## src/rtl/guess_round_ctrl.sv

```systemverilog
// guess_round_ctrl
//   Runs one Mastermind guess round. It scores a submitted guess against the
//   secret code and then sends a one-cycle command to the turn counter.
//   The scoring is serial:
//     - EXACT walks the pegs one per cycle. It counts black pegs and builds
//       per-colour histograms for the secret and for the guess.
//     - COLOR walks the colours one per cycle. It sums min(hs, hg) into the
//       total number of colour matches.
//     - ISSUE presents the command and the result for one cycle.
//
// Ports
//   i_clk, i_resetn        clock; synchronous active-low reset
//   i_secret, i_guess      codes; peg i = bits [i*COLOR_W +: COLOR_W]
//   i_submit               submit level; rising edge starts a round
//   i_current_turn         turn number from the turn counter (0 = not started)
//   i_game_over            0 = playing, 1 = lose, 2 = win
//   o_turn_cmd             2'b10 = win, 2'b01 = next turn, 2'b00 = hold
//   o_black, o_white       score of the last completed round
//   o_result_valid         one-cycle pulse while o_black/o_white are fresh (ISSUE)
//   o_busy                 round in progress (EXACT, COLOR, ISSUE)
//   o_state                debug view of the FSM state
//
// Handshake: there is no back-pressure. A submit rise is taken only in IDLE
// when the game is playing and the turn is non-zero. Any other rise is
// dropped, not queued. The command is valid for exactly the ISSUE cycle, and
// the consumer must take it on the clock edge that ends ISSUE.
module guess_round_ctrl #(
   parameter int PEGS    = 4,
   parameter int COLOR_W = 3
) (
   input  logic                        i_clk,
   input  logic                        i_resetn,
   input  logic [PEGS*COLOR_W-1:0]     i_secret,
   input  logic [PEGS*COLOR_W-1:0]     i_guess,
   input  logic                        i_submit,
   input  logic [3:0]                  i_current_turn,
   input  logic [1:0]                  i_game_over,
   output logic [1:0]                  o_turn_cmd,
   output logic [$clog2(PEGS+1)-1:0]   o_black,
   output logic [$clog2(PEGS+1)-1:0]   o_white,
   output logic                        o_result_valid,
   output logic                        o_busy,
   output logic [1:0]                  o_state
);

   localparam int NCOL  = 2 ** COLOR_W;
   localparam int CW    = $clog2(PEGS + 1);
   localparam int CNT_W = $clog2((PEGS > NCOL) ? PEGS : NCOL);

   typedef enum logic [1:0] {
      S_IDLE  = 2'd0,
      S_EXACT = 2'd1,
      S_COLOR = 2'd2,
      S_ISSUE = 2'd3
   } state_t;

   state_t                    r_state;
   state_t                    w_next;
   logic                      r_submit_q;
   logic [PEGS*COLOR_W-1:0]   r_sec_sh;
   logic [PEGS*COLOR_W-1:0]   r_gue_sh;
   logic [CNT_W-1:0]          r_cnt;
   logic [CW-1:0]             r_black_acc;
   logic [CW-1:0]             r_tot_acc;
   logic [CW-1:0]             r_hs [NCOL];
   logic [CW-1:0]             r_hg [NCOL];
   logic [CW-1:0]             r_black;
   logic [CW-1:0]             r_white;

   logic                      w_sub_rise;
   logic                      w_accept;
   logic                      w_last;
   logic [COLOR_W-1:0]        w_sp;
   logic [COLOR_W-1:0]        w_gp;
   logic [COLOR_W-1:0]        w_col;
   logic [CW-1:0]             w_min;
   logic [CW-1:0]             w_tot_next;

   assign w_sub_rise = i_submit & ~r_submit_q;
   assign w_accept   = w_sub_rise && (i_game_over == 2'd0) && (i_current_turn != 4'd0);

   // The latched codes are shifted right one peg per EXACT cycle, so the
   // current peg is always in the low bits. No variable part-select is needed.
   assign w_sp       = r_sec_sh[COLOR_W-1:0];
   assign w_gp       = r_gue_sh[COLOR_W-1:0];
   assign w_col      = r_cnt[COLOR_W-1:0];
   assign w_min      = (r_hs[w_col] < r_hg[w_col]) ? r_hs[w_col] : r_hg[w_col];
   assign w_tot_next = r_tot_acc + w_min;
   assign w_last     = (r_state == S_EXACT) ? (r_cnt == CNT_W'(PEGS - 1))
                                            : (r_cnt == CNT_W'(NCOL - 1));

   // State register
   always_ff @(posedge i_clk) begin
      if (!i_resetn) r_state <= S_IDLE;
      else           r_state <= w_next;
   end

   // Next state and Moore outputs
   always_comb begin
      w_next         = r_state;
      o_turn_cmd     = 2'b00;
      o_result_valid = 1'b0;
      o_busy         = 1'b0;
      case (r_state)
         S_IDLE: begin
            if (w_accept) w_next = S_EXACT;
         end
         S_EXACT: begin
            o_busy = 1'b1;
            if (w_last) w_next = S_COLOR;
         end
         S_COLOR: begin
            o_busy = 1'b1;
            if (w_last) w_next = S_ISSUE;
         end
         S_ISSUE: begin
            o_busy         = 1'b1;
            o_result_valid = 1'b1;
            o_turn_cmd     = (r_black_acc == CW'(PEGS)) ? 2'b10 : 2'b01;
            w_next         = S_IDLE;
         end
         default: w_next = S_IDLE;
      endcase
   end

   // Scoring datapath
   always_ff @(posedge i_clk) begin
      if (!i_resetn) begin
         r_submit_q  <= 1'b0;
         r_sec_sh    <= '0;
         r_gue_sh    <= '0;
         r_cnt       <= '0;
         r_black_acc <= '0;
         r_tot_acc   <= '0;
         r_black     <= '0;
         r_white     <= '0;
         for (int c = 0; c < NCOL; c++) begin
            r_hs[c] <= '0;
            r_hg[c] <= '0;
         end
      end else begin
         r_submit_q <= i_submit;
         case (r_state)
            S_IDLE: begin
               if (w_accept) begin
                  r_sec_sh    <= i_secret;
                  r_gue_sh    <= i_guess;
                  r_cnt       <= '0;
                  r_black_acc <= '0;
                  r_tot_acc   <= '0;
                  for (int c = 0; c < NCOL; c++) begin
                     r_hs[c] <= '0;
                     r_hg[c] <= '0;
                  end
               end
            end
            S_EXACT: begin
               if (w_sp == w_gp) r_black_acc <= r_black_acc + CW'(1);
               // Two separate arrays, so the updates cannot collide even when
               // w_sp equals w_gp.
               r_hs[w_sp] <= r_hs[w_sp] + CW'(1);
               r_hg[w_gp] <= r_hg[w_gp] + CW'(1);
               r_sec_sh   <= r_sec_sh >> COLOR_W;
               r_gue_sh   <= r_gue_sh >> COLOR_W;
               r_cnt      <= w_last ? '0 : r_cnt + CNT_W'(1);
            end
            S_COLOR: begin
               r_tot_acc <= w_tot_next;
               r_cnt     <= w_last ? '0 : r_cnt + CNT_W'(1);
               // Publish the score as ISSUE begins. The total colour count
               // always covers the exact matches, so the subtraction cannot
               // go negative.
               if (w_last) begin
                  r_black <= r_black_acc;
                  r_white <= w_tot_next - r_black_acc;
               end
            end
            default: ;
         endcase
      end
   end

   assign o_black = r_black;
   assign o_white = r_white;
   assign o_state = r_state;

endmodule

```

## config.mk

```make
export PLATFORM = sky130hd
export DESIGN_NAME = guess_round_ctrl
export DESIGN_NICKNAME = d
export VERILOG_FILES = /design/src/rtl/guess_round_ctrl.sv
export SDC_FILE = /design/constraint.sdc
export NUM_CORES = 1
export LEC_CHECK = 0
export CORE_MARGIN = 2
export CORE_UTILIZATION = 25
export DETAILED_ROUTE_END_ITERATION = 10
export PLACE_DENSITY = 0.52
export SYNTH_ARGS = -nofsm -noshare
export SYNTH_HDL_FRONTEND = slang
export SYNTH_SLANG_ARGS = --single-unit
```

## constraint.sdc

```tcl
create_clock -name i_clk -period 9.5 [get_ports i_clk]
set_input_delay 1.9 -clock i_clk [delete_from_list [all_inputs] [get_ports i_clk]]
set_output_delay 1.9 -clock i_clk [all_outputs]
set_load 0.02 [all_outputs]
```

# After elaboration in Yosys (flattened, before gate mapping)
# Memories as Yosys holds them, arrays and structs flattened. A register that Yosys moved wholly into a read port is not among the register bits.
# Cells that the tools add are included.
# word_totals
n_memories	2
out_inout_bits	12
input_bits	33
ram_bits	48
elab_cells	123
register_bits	42
# op_classes
n_lt_le_gt_ge	1
muxes	58
addsub	6
bitwise	18
eq_ne	11
n_reduce_logical	18
# mem_list
name	words	width	read_ports	rd_clocked_by_memory_dff	wr	line	source
r_hg	8	3	2	2	8	66	logic [CW-1:0] r_hg [NCOL];
r_hs	8	3	2	2	8	65	logic [CW-1:0] r_hs [NCOL];
# op_table
operator	count
$mux W3	32
$pmux W12 S2	2
$mux W12	2
$pmux W3 S2	3
$or A1 B1 Y1	16
$mux W1	13
$add A3 B1 Y3 const B	4
$mux W2	5
$reduce_or A3 Y1	3
$pmux W2 S4	1
$reduce_and A2 Y1	4
$eq A3 B3 Y1 const B	2
$ne A2 B2 Y1 const B	3
$reduce_and A3 Y1	2
$reduce_bool A2 Y1	3
$eq A2 B2 Y1 const B	2
$logic_not A2 Y1	2
$reduce_bool A4 Y1	1
$add A3 B3 Y3	1
$eq A3 B2 Y1 const B	1
$eq A3 B3 Y1	1
$lt A3 B3 Y1	1
$sub A3 B3 Y3	1
$eq A2 B1 Y1 const B	1
5 further kinds	6

# Longest topological paths before layout
# Gate-level depths: netlist (run 1).
# logic_depth
ltp_word	10
ltp_mapped	17
mapped_depth_nobuf	16

# Worst setup path before layout (run 1)
# Ideal clock, no wire load.
# synth_timing
path_kind	register -> register
from	register (tool-made name)
to	register r_white[2], in the netlist o_white[2]
t_required_ns	9.430
setup_ns	0.070
slack_ns	5.753
synth_period_minus_slack_ns	3.747
t_arrival_ns	3.678
path_stages_with_launch	15
path_buffers	1
cell_sequence	dfxtp_1 buf_6 mux4_1 mux2i_2 inv_1 ha_1 a21o_1 nor2_1 a21oi_1 ha_1 fa_1 fa_1 xnor2_1 xnor3_1 a21oi_1
# synth_rtl
item	line	source
end signal, assigned	175	r_white <= w_tot_next - r_black_acc;
end, declared	68	logic [CW-1:0] r_white;

==> impl_results.md, run 1 <==
* Gr ovfl total at 0
* Setup tns final at 0 ns
* Resized cells post-CTS at 0
* # setup viols final at 0
* Placed wire-length estimate at 8100 µm
* # diodes at 0
* Crit Path Max Fanout at 12
* Synth Warn # at 0
* DRT antenna net count at 0
* CP Capture Type: register
* Synth top area share at 0.285
* Via count at 3,362
* Sequential power share at 0.406
* Layout cell share with drive strength beyond 1 at 0.0977
* HP Class: register to register
* Row Count at 51
* Syn avg cell area at 11.8 µm²
* Switching part of the total power at 0.350
* Nature of the critical path startpoint: register
* Final Util at 0.306
* Final Cycle Share at 0.459
* All-Layer GR Usage at 0.107
* CP max stage delay at approximately 0.77 ns
* Starting Density at 0.257
* Die area at 21,400 µm²
* Overall Power at approximately 1.4 mW
* VDD IR max at 83.9 µV
* Crit-path slowest cell: dfxtp_1
* Combinational share of power at 0.334
* Vias per Instance at 4.57
* Skew final at 0.00640 ns
* Drt wl/cell at 14.9 µm
* Vias in the first global route at ~3,600
* Leakage at 2.38 nW
* Core Region at 19,700 µm²
* H-tree depth at 3
* Placer Congestion at roughly 0.77
* Number of buffers added on ports at 44
* Most common cell after layout, fill and taps aside: nor2_1
* DRT Pass-1 Iters at 4
* Max-slew violations at 0
* Seq/Total Area, Yosys at 0.487
* Worst EP arrival at ~4.6 ns
* Die Height at 146 µm
* Fin crit period at 4.36 ns
* CTS max path bufs at 2
* Total CTS buffers at 9
* Setup CP Type: register to register
* FF+latch count, synth at slightly below 100
* WL final at 11,000 µm
* Initial antenna violation count at 0
* Post-detailed-route DRC marker count at 0
* Clock Root Buffer: clkbuf_16
* Status: finished clean
* Internal power at between 0.8 and 0.9 mW
* Fin nets at 515
* Pwr per Cell Area at 228 nW/µm²
* Rel. slew slack at 0.410
* Largest net degree at the start of global routing at 47
* Clock latency on the worst-skew pair at 0.35 ns
* Power share of the clock group at 0.259
* CTS tree: done
* Synth Cell Area at 5050 µm²
* Peak Freq at 229 MHz
* Cts hold-fix bufs at 0
* Most frequent cells in the layout: nor2_1 (58), nand2_1 (55), dfxtp_1 (51)
* Ranking of synthesized cells by area: edfxtp_1 (29%), dfxtp_1 (20%), mux4_2 (6.7%), mux2i_1 (6.3%), mux4_1 (4.7%)
* CP Cell Sequence: mux4_1, mux2i_1, ha_1, a21o_1, nor2_1, a21oi_1, ha_1, fa_1, fa_1, xnor2_1, xnor3_1, a21oi_1
* Top-Level Pins at 45
* Crit path required time at 9.78 ns
* First-pass GRT wire length at 18,100 µm
* Synth Net Count at around 480
* Post-Synthesis Cells at 429
* Starting DRC count in detailed routing at 127
* Fin. Hold Viols at 0
* Area grow syn2layout at 19.1%
* CTS sink count at 99
* Clock-pin slew of the registers on the worst-case setup and hold paths at approximately 0.07 ns
* P_sw at roughly 0.48 mW
* Largest area contributor in the netlist: edfxtp_1
* Setup bufs post-CTS at 0
* MaxCap Viol Count at 0
* Chip Width at 146 µm
* Yosys cell types at 46
* Worst-Margin Slew at ~0.88 ns
* RSZ-0062 raised after global routing: no
## stage by stage
step | std cells | hold slack, ns | area [µm²] | worst slack [ns]
4_1_cts | 736 | 0.491 | 6020 | 5.09
3_3_place_gp | 720 | 0.468 | 5720 | 5.04
2_1_floorplan | 429 | 0.455 | 5050 | 5.75
3_5_place_dp | 720 | 0.479 | 5720 | 4.99
5_1_grt | 736 | 0.516 | 6020 | 4.82
6_report | 736 | 0.491 | 6020 | 5.14
## cell usage after synthesis, drive strengths merged
| master | count |
|---|---|
| nand3 | 5 |
| a31oi | 1 |
| ha | 14 |
| mux4 | 24 |
| nand4 | 1 |
| xor2 | 8 |
| inv | 12 |
| o31ai | 2 |
| a21o | 1 |
| nand3b | 1 |
| and3 | 4 |
| nor2 | 59 |
| a21oi | 5 |
| nor3b | 1 |
| o21ai | 7 |
| or3 | 1 |
| and2 | 6 |
| a22oi | 9 |
| o2111ai | 1 |
| nor2b | 20 |
| mux2i | 33 |
| buf | 13 |
| nor4b | 1 |
| nor4 | 1 |
| nand2 | 55 |
| mux2 | 5 |
| o21a | 1 |
| dfxtp | 51 |
| nand2b | 1 |
| xnor2 | 1 |
| a21boi | 4 |
| edfxtp | 48 |
| clkbuf | 8 |
| o211a | 19 |
| fa | 2 |
| or4b | 1 |
| a32oi | 2 |
| xnor3 | 1 |
## cells by family after synthesis
family / count (synthesis) / synth area share
compound gates: 52 / 0.0820
simple gates: 157 / 0.141
mux: 62 / 0.191
buf+inv: 33 / 0.0357
xor+xnor: 10 / 0.0201
fa+ha+maj: 16 / 0.0426
flops: 99 / 0.487
## routing by layer
metal	global-route usage	part of all wire	up-vias	routed length [µm]
met3	0.0334	0.046	9	510
met1	0.124	0.44	1656	4790
li1	-	-	1633	-
met2	0.189	0.51	64	5560
met5	0	0	-	0
met4	0.0374	0.012	0	132
## worst max-delay path: cells and delay by family, from the launching register on
family          cells  cell delay [ns]
xor+xnor            2             0.40
mux                 2             1.05
flops               1             0.77
compound gates      3             0.44
fa+ha+maj           4             1.46
simple gates        1             0.17
## final cells by class
| class | count | area (µm²) |
|---|---|---|
| Clock buffer | 11 | 244 |
| Clock inverter | 5 | 47.5 |
| Fill cell | 2015 | 13600 |
| Inverter | 12 | 45.0 |
| Multi-Input combinational cell | 297 | 2420 |
| Sequential cell | 99 | 2460 |
| Tap cell | 265 | 332 |
| Timing Repair Buffer | 47 | 463 |
## worst paths after layout
check                                          startpoint                   endpoint  slack, ns  cells past startpoint
worst max-delay path                             register    o_white[2]$_SDFFE_PN0P_       5.14                     12
worst max register to register                   register    o_white[2]$_SDFFE_PN0P_       5.14                     12
worst min-delay path            r_tot_acc[2]$_SDFFE_PN0P_  r_tot_acc[2]$_SDFFE_PN0P_       0.49                      2
worst min register to register  r_tot_acc[2]$_SDFFE_PN0P_  r_tot_acc[2]$_SDFFE_PN0P_       0.49                      2
## sequential cells by signal, summed over array words and instances (netlist names), named ones only
name	count
r_cnt	3
r_gue_sh	12
r_sec_sh	12
r_hs	24
o_state	2
r_hg	24
o_black	3
r_submit_q	1
r_black_acc	3
o_white	3
r_tot_acc	3
## power groups by stage
stage,Sequential (mW),Clock (mW),Combinational [mW]
finish,0.557,0.356,0.459
global route,0.567,0.381,0.506
global placement,0.566,0,0.455
detailed placement,0.568,0,0.462
CTS,0.558,0.366,0.465
floorplan,0.543,0,0.358
Power figures use the tool's default switching activity.
==> run 2, diff against run 1 <==
- PLACE_DENSITY: 0.52 -> 0.53
- clock period: 9.5 -> 4 ns (I/O delays scaled with it)
==> impl_results.md, run 2 (same netlist as run 1, synthesis figures left out) <==
* DRT antenna net count at 0
* Setup Slack @ Placement at 0.139 ns
* Starting DRC count in detailed routing at 182
* Max-slew violations at 0
* Via count at 3,432
* PnR worst setup slack at approximately 0.20 ns
* CP max stage delay at 0.56 ns
* Starting Density at 0.257
* Clock latency on the worst-skew pair at 0.35 ns
* Die area at 21,400 µm²
* H-tree depth at 3
* Fin. Hold Viols at 0
* Number of buffers added on ports at 44
* Leakage at 2.43 nW
* Vias in the first global route at 3,366
* Vias per Instance at 4.62
* Area grow syn2layout at 20.1%
* Initial antenna violation count at 0
* Total CTS buffers at 9
* Fin crit period at about 3.8 ns
* Status: finished clean
* Biggest regs: r_hg: 24 flops, r_hs: 24 flops
* Final Util at 0.309
* CP Capture Type: register
* Row Count at 51
* WL final at 11,200 µm
* Crit Path Max Fanout at 7
* Fillers at 2,023
* Cts hold-fix bufs at 0
* MaxCap Viol Count at 0
* DRT Pass-1 Iters at 5
* Nature of the critical path startpoint: register
* Most common cell after layout, fill and taps aside: nor2_1
* Post-Place Cell Area at 5780 µm²
* Setup slack, reg-to-reg at 0.20 ns
* Setup tns final at 0 ns
* Setup CP Type: register to register
* Final Cycle Share at 0.949
* Gr ovfl total at 0
* Clock Root Buffer: clkbuf_16
* Placer Congestion at around 0.75
* HP Class: register to register
* Placed wire-length estimate at 8490 µm
* Most frequent cells in the layout: nor2_1 (57), nand2_1 (55), dfxtp_1 (50)
* Crit-path slowest cell: mux4_1
* # setup viols final at 0
* Worst Setup EP: o_white[2]$_SDFFE_PN0P_
* Drt wl/cell at 15.1 µm
* Pwr per Cell Area at 540 nW/µm²
* Peak Freq at 263 MHz
* CTS tree: done
* Worst-Margin Slew at 0.729 ns
* Reg-to-Reg End: o_white[2]$_SDFFE_PN0P_
* Cell area after layout at 6070 µm²
* Fin nets at 522
* Chip Width at 146 µm
* All-Layer GR Usage at 0.107
* Post-detailed-route DRC marker count at 0
* Top-Level Pins at 45
* Rel. slew slack at 0.512
* Clock-pin slew of the registers on the worst-case setup and hold paths at 0.07 ns
* VDD IR max at around 220 µV
* CTS sink count at 99
* Worst EP arrival at between 4 and 5 ns
* Core Region at 19,700 µm²
* R2R depth at 13
* Skew final at 0.0116 ns
* # diodes at 0
* CP Cell Sequence: buf_6, mux4_1, mux2i_1, ha_1, a21o_1, nor2_2, a21oi_1, ha_1, fa_1, fa_1, xnor2_1, xnor3_1, a21oi_1
* Die Height at 146 µm
* CTS max path bufs at 2
* Largest net degree at the start of global routing at 37
* Crit path required time at 4.29 ns
* Layout cell share with drive strength beyond 1 at 0.115
* First-pass GRT wire length at 18,000 µm
run 2: critical path: cells and delay by family, from the launching register on:
family,cells,cell delay (ns)
flops,1,0.38
simple gates,1,0.17
buf+inv,1,0.16
xor+xnor,2,0.39
compound gates,3,0.46
mux,2,0.75
fa+ha+maj,4,1.42
run 2: worst min-delay path by stage:
stage	start	to	depth (start not counted)
after floorplan	r_tot_acc[2]$_SDFFE_PN0P_	r_tot_acc[2]$_SDFFE_PN0P_	2
after global placement	r_tot_acc[2]$_SDFFE_PN0P_	r_tot_acc[2]$_SDFFE_PN0P_	2
after detailed placement	o_white[0]$_SDFFE_PN0P_	o_white[0]$_SDFFE_PN0P_	1
after CTS	r_black_acc[1]$_SDFFE_PN0P_	r_black_acc[1]$_SDFFE_PN0P_	2
after global routing	r_sec_sh[7]$_SDFFE_PN0P_	r_sec_sh[7]$_SDFFE_PN0P_	1
final	o_white[0]$_SDFFE_PN0P_	o_white[0]$_SDFFE_PN0P_	1
run 2: routing by layer:
| layer | up-vias | part of all wire | global-route usage |
|---|---|---|---|
| li1 | 1652 | - | - |
| met1 | 1705 | 0.46 | 0.136 |
| met2 | 64 | 0.49 | 0.181 |
| met3 | 11 | 0.030 | 0.0150 |
| met4 | 0 | 0.019 | 0.0495 |
| met5 | - | 0 | 0 |
run 2: per-stage QoR:
stage,instances,power [mW],hold WS [ns]
finish,743,3.28,0.501
CTS,743,3.29,0.498
global route,743,3.46,0.521
detailed placement,727,2.45,0.488
floorplan,429,2.14,0.455
global placement,727,2.44,0.478
run 2: repair_timing:
item                                    4_1_cts  5_1_grt
gates resized for setup                       0        4
endpoints found under the setup margin        0        2
setup buffers                                 0        0
run 2: final cells by class:
type	instances	area, µm²	area share
clock inverters	4	22.5	0.00371
well taps	265	332	0.0547
clock buffers	12	256	0.0423
flip-flops and latches	99	2460	0.406
multi-input cells	297	2430	0.400
repair buffers	54	519	0.0856
inverters	12	45.0	0.00742
run 2: power by group:
group,switching [mW],internal [mW],total (mW),leakage (nW)
sequential,0.123,1.20,1.32,0.915
clock,0.382,0.455,0.837,0.143
combinational,0.626,0.495,1.12,1.37
==> RTL change: new RTL, flow settings as in run 1 <==
Change the parameter `PEGS` from 4 to 8.
--- a/src/rtl/guess_round_ctrl.sv
+++ b/src/rtl/guess_round_ctrl.sv
@@ -25,7 +25,7 @@
 // dropped, not queued. The command is valid for exactly the ISSUE cycle, and
 // the consumer must take it on the clock edge that ends ISSUE.
 module guess_round_ctrl #(
-   parameter int PEGS    = 4,
+   parameter int PEGS    = 8,
    parameter int COLOR_W = 3
 ) (
    input  logic                        i_clk,
Ports: changed (resized i_guess, i_secret, o_black and o_white); port bits go from 45 to 71. The function was not compared with the original's and may differ.
==> RTL change against run 1 <==
- sequential cell count is 44 higher
- first-iteration DRC count is 150% higher
- area after synthesis up 45%
- sequential share of layout area is 1.8 points lower
- cell count rose by 47%
- synthesized cell count grew 47%
- utilization increased by 0.58 points
- largest power group unchanged
- sequential power rose by 43%
- critical endpoint is now o_white[3]
- setup slack got worse by 0.39 ns
- design area increased by 49%
- wire length increased by 55%
- power up 61%
- critical path type unchanged
==> RTL change: results (changes against run 1) <==
** GRT
- Routing usage on met2 :: 0.175 (was 0.189)
- Global Route met1 Usage :: 0.164 (was 0.124)
- Wire length of the first global-routing pass :: 27.5 mm (was 18.1 mm)
- Met3 capacity usage during global routing :: 0.0268 (was 0.0334)

** Worst setup path
- Top fanout value on the critical path :: 16 (was 12)

** Pwr
- The clock distribution power was 0.690 mW (was 0.356 mW).
- The relative contribution of combinational cells to total power was 0.327 (was 0.334).
- The static leakage power was 3.64 nW (was 2.38 nW).
- Switching power total :: 0.771 mW (was 0.480 mW)
- Switching power share of the total :: 0.349 (was 0.350)

** Layout
- The area taken by flip-flops and latches came to 3500 um2 (was 2460 um2).
- Seq Cell Count :: 143 (was 99)
- Area fraction of clock buffers and clock inverters :: 0.0689 (was 0.0485)
- Number of clock buffers in the layout :: 18 (was 11)
- Largest registers ranked by flip-flop count :: r_hg: 32 flops, r_hs: 32 flops (was r_hg: 24 flops, r_hs: 24 flops)

** Synth
- Number of cells produced by synthesis :: 630 (was 429)
- The synthesized netlist net count came to 709 (was 478).
- Number of enable-type register cells in the synthesized netlist :: 64 (was 48)

** Placement
- Dpl ws :: 4.75 ns (was 4.99 ns)
- Count of buffers from port buffering :: 70 (was 44)

** Drt
- Total length of routed met2 wires :: 7.68 mm (was 5.56 mm)
- 1st-iter DRT viols :: 316 (was 127)
- The average detailed-routed wire length per instance was 15.7 um (was 14.9 um).
- The met3 wirelength from detailed routing was 645 um (was 510 um).

** Clock network
- The total clock buffers created by CTS came to 17 (was 9).

** Worst hold path
- Hold EP :: o_black[3] (was r_tot_acc[2])

** Timing
- The worst-case hold slack came to 0.462 ns (was 0.491 ns).

** Floorplan
- Area of the die :: 30600 um2 (was 21400 um2)

** Status
- Run status: finished clean (unchanged).
RTL change: cell count changes in the layout (fill, tap and decap cells not counted), moves of 7 or more:
cell / run 1 / this run
sky130_fd_sc_hd__clkdlybuf4s50_1: 44 / 69
sky130_fd_sc_hd__xnor2_1: 1 / 10
sky130_fd_sc_hd__nand2_1: 55 / 93
sky130_fd_sc_hd__dfxtp_1: 51 / 79
sky130_fd_sc_hd__clkbuf_16: 9 / 18
sky130_fd_sc_hd__mux2i_1: 32 / 51
sky130_fd_sc_hd__o211a_1: 19 / 44
sky130_fd_sc_hd__edfxtp_1: 48 / 64
sky130_fd_sc_hd__nand3_1: 5 / 12
sky130_fd_sc_hd__or3_1: 0 / 7
sky130_fd_sc_hd__nor2_1: 58 / 70
sky130_fd_sc_hd__nor2b_1: 20 / 12
sky130_fd_sc_hd__mux4_2: 15 / 26
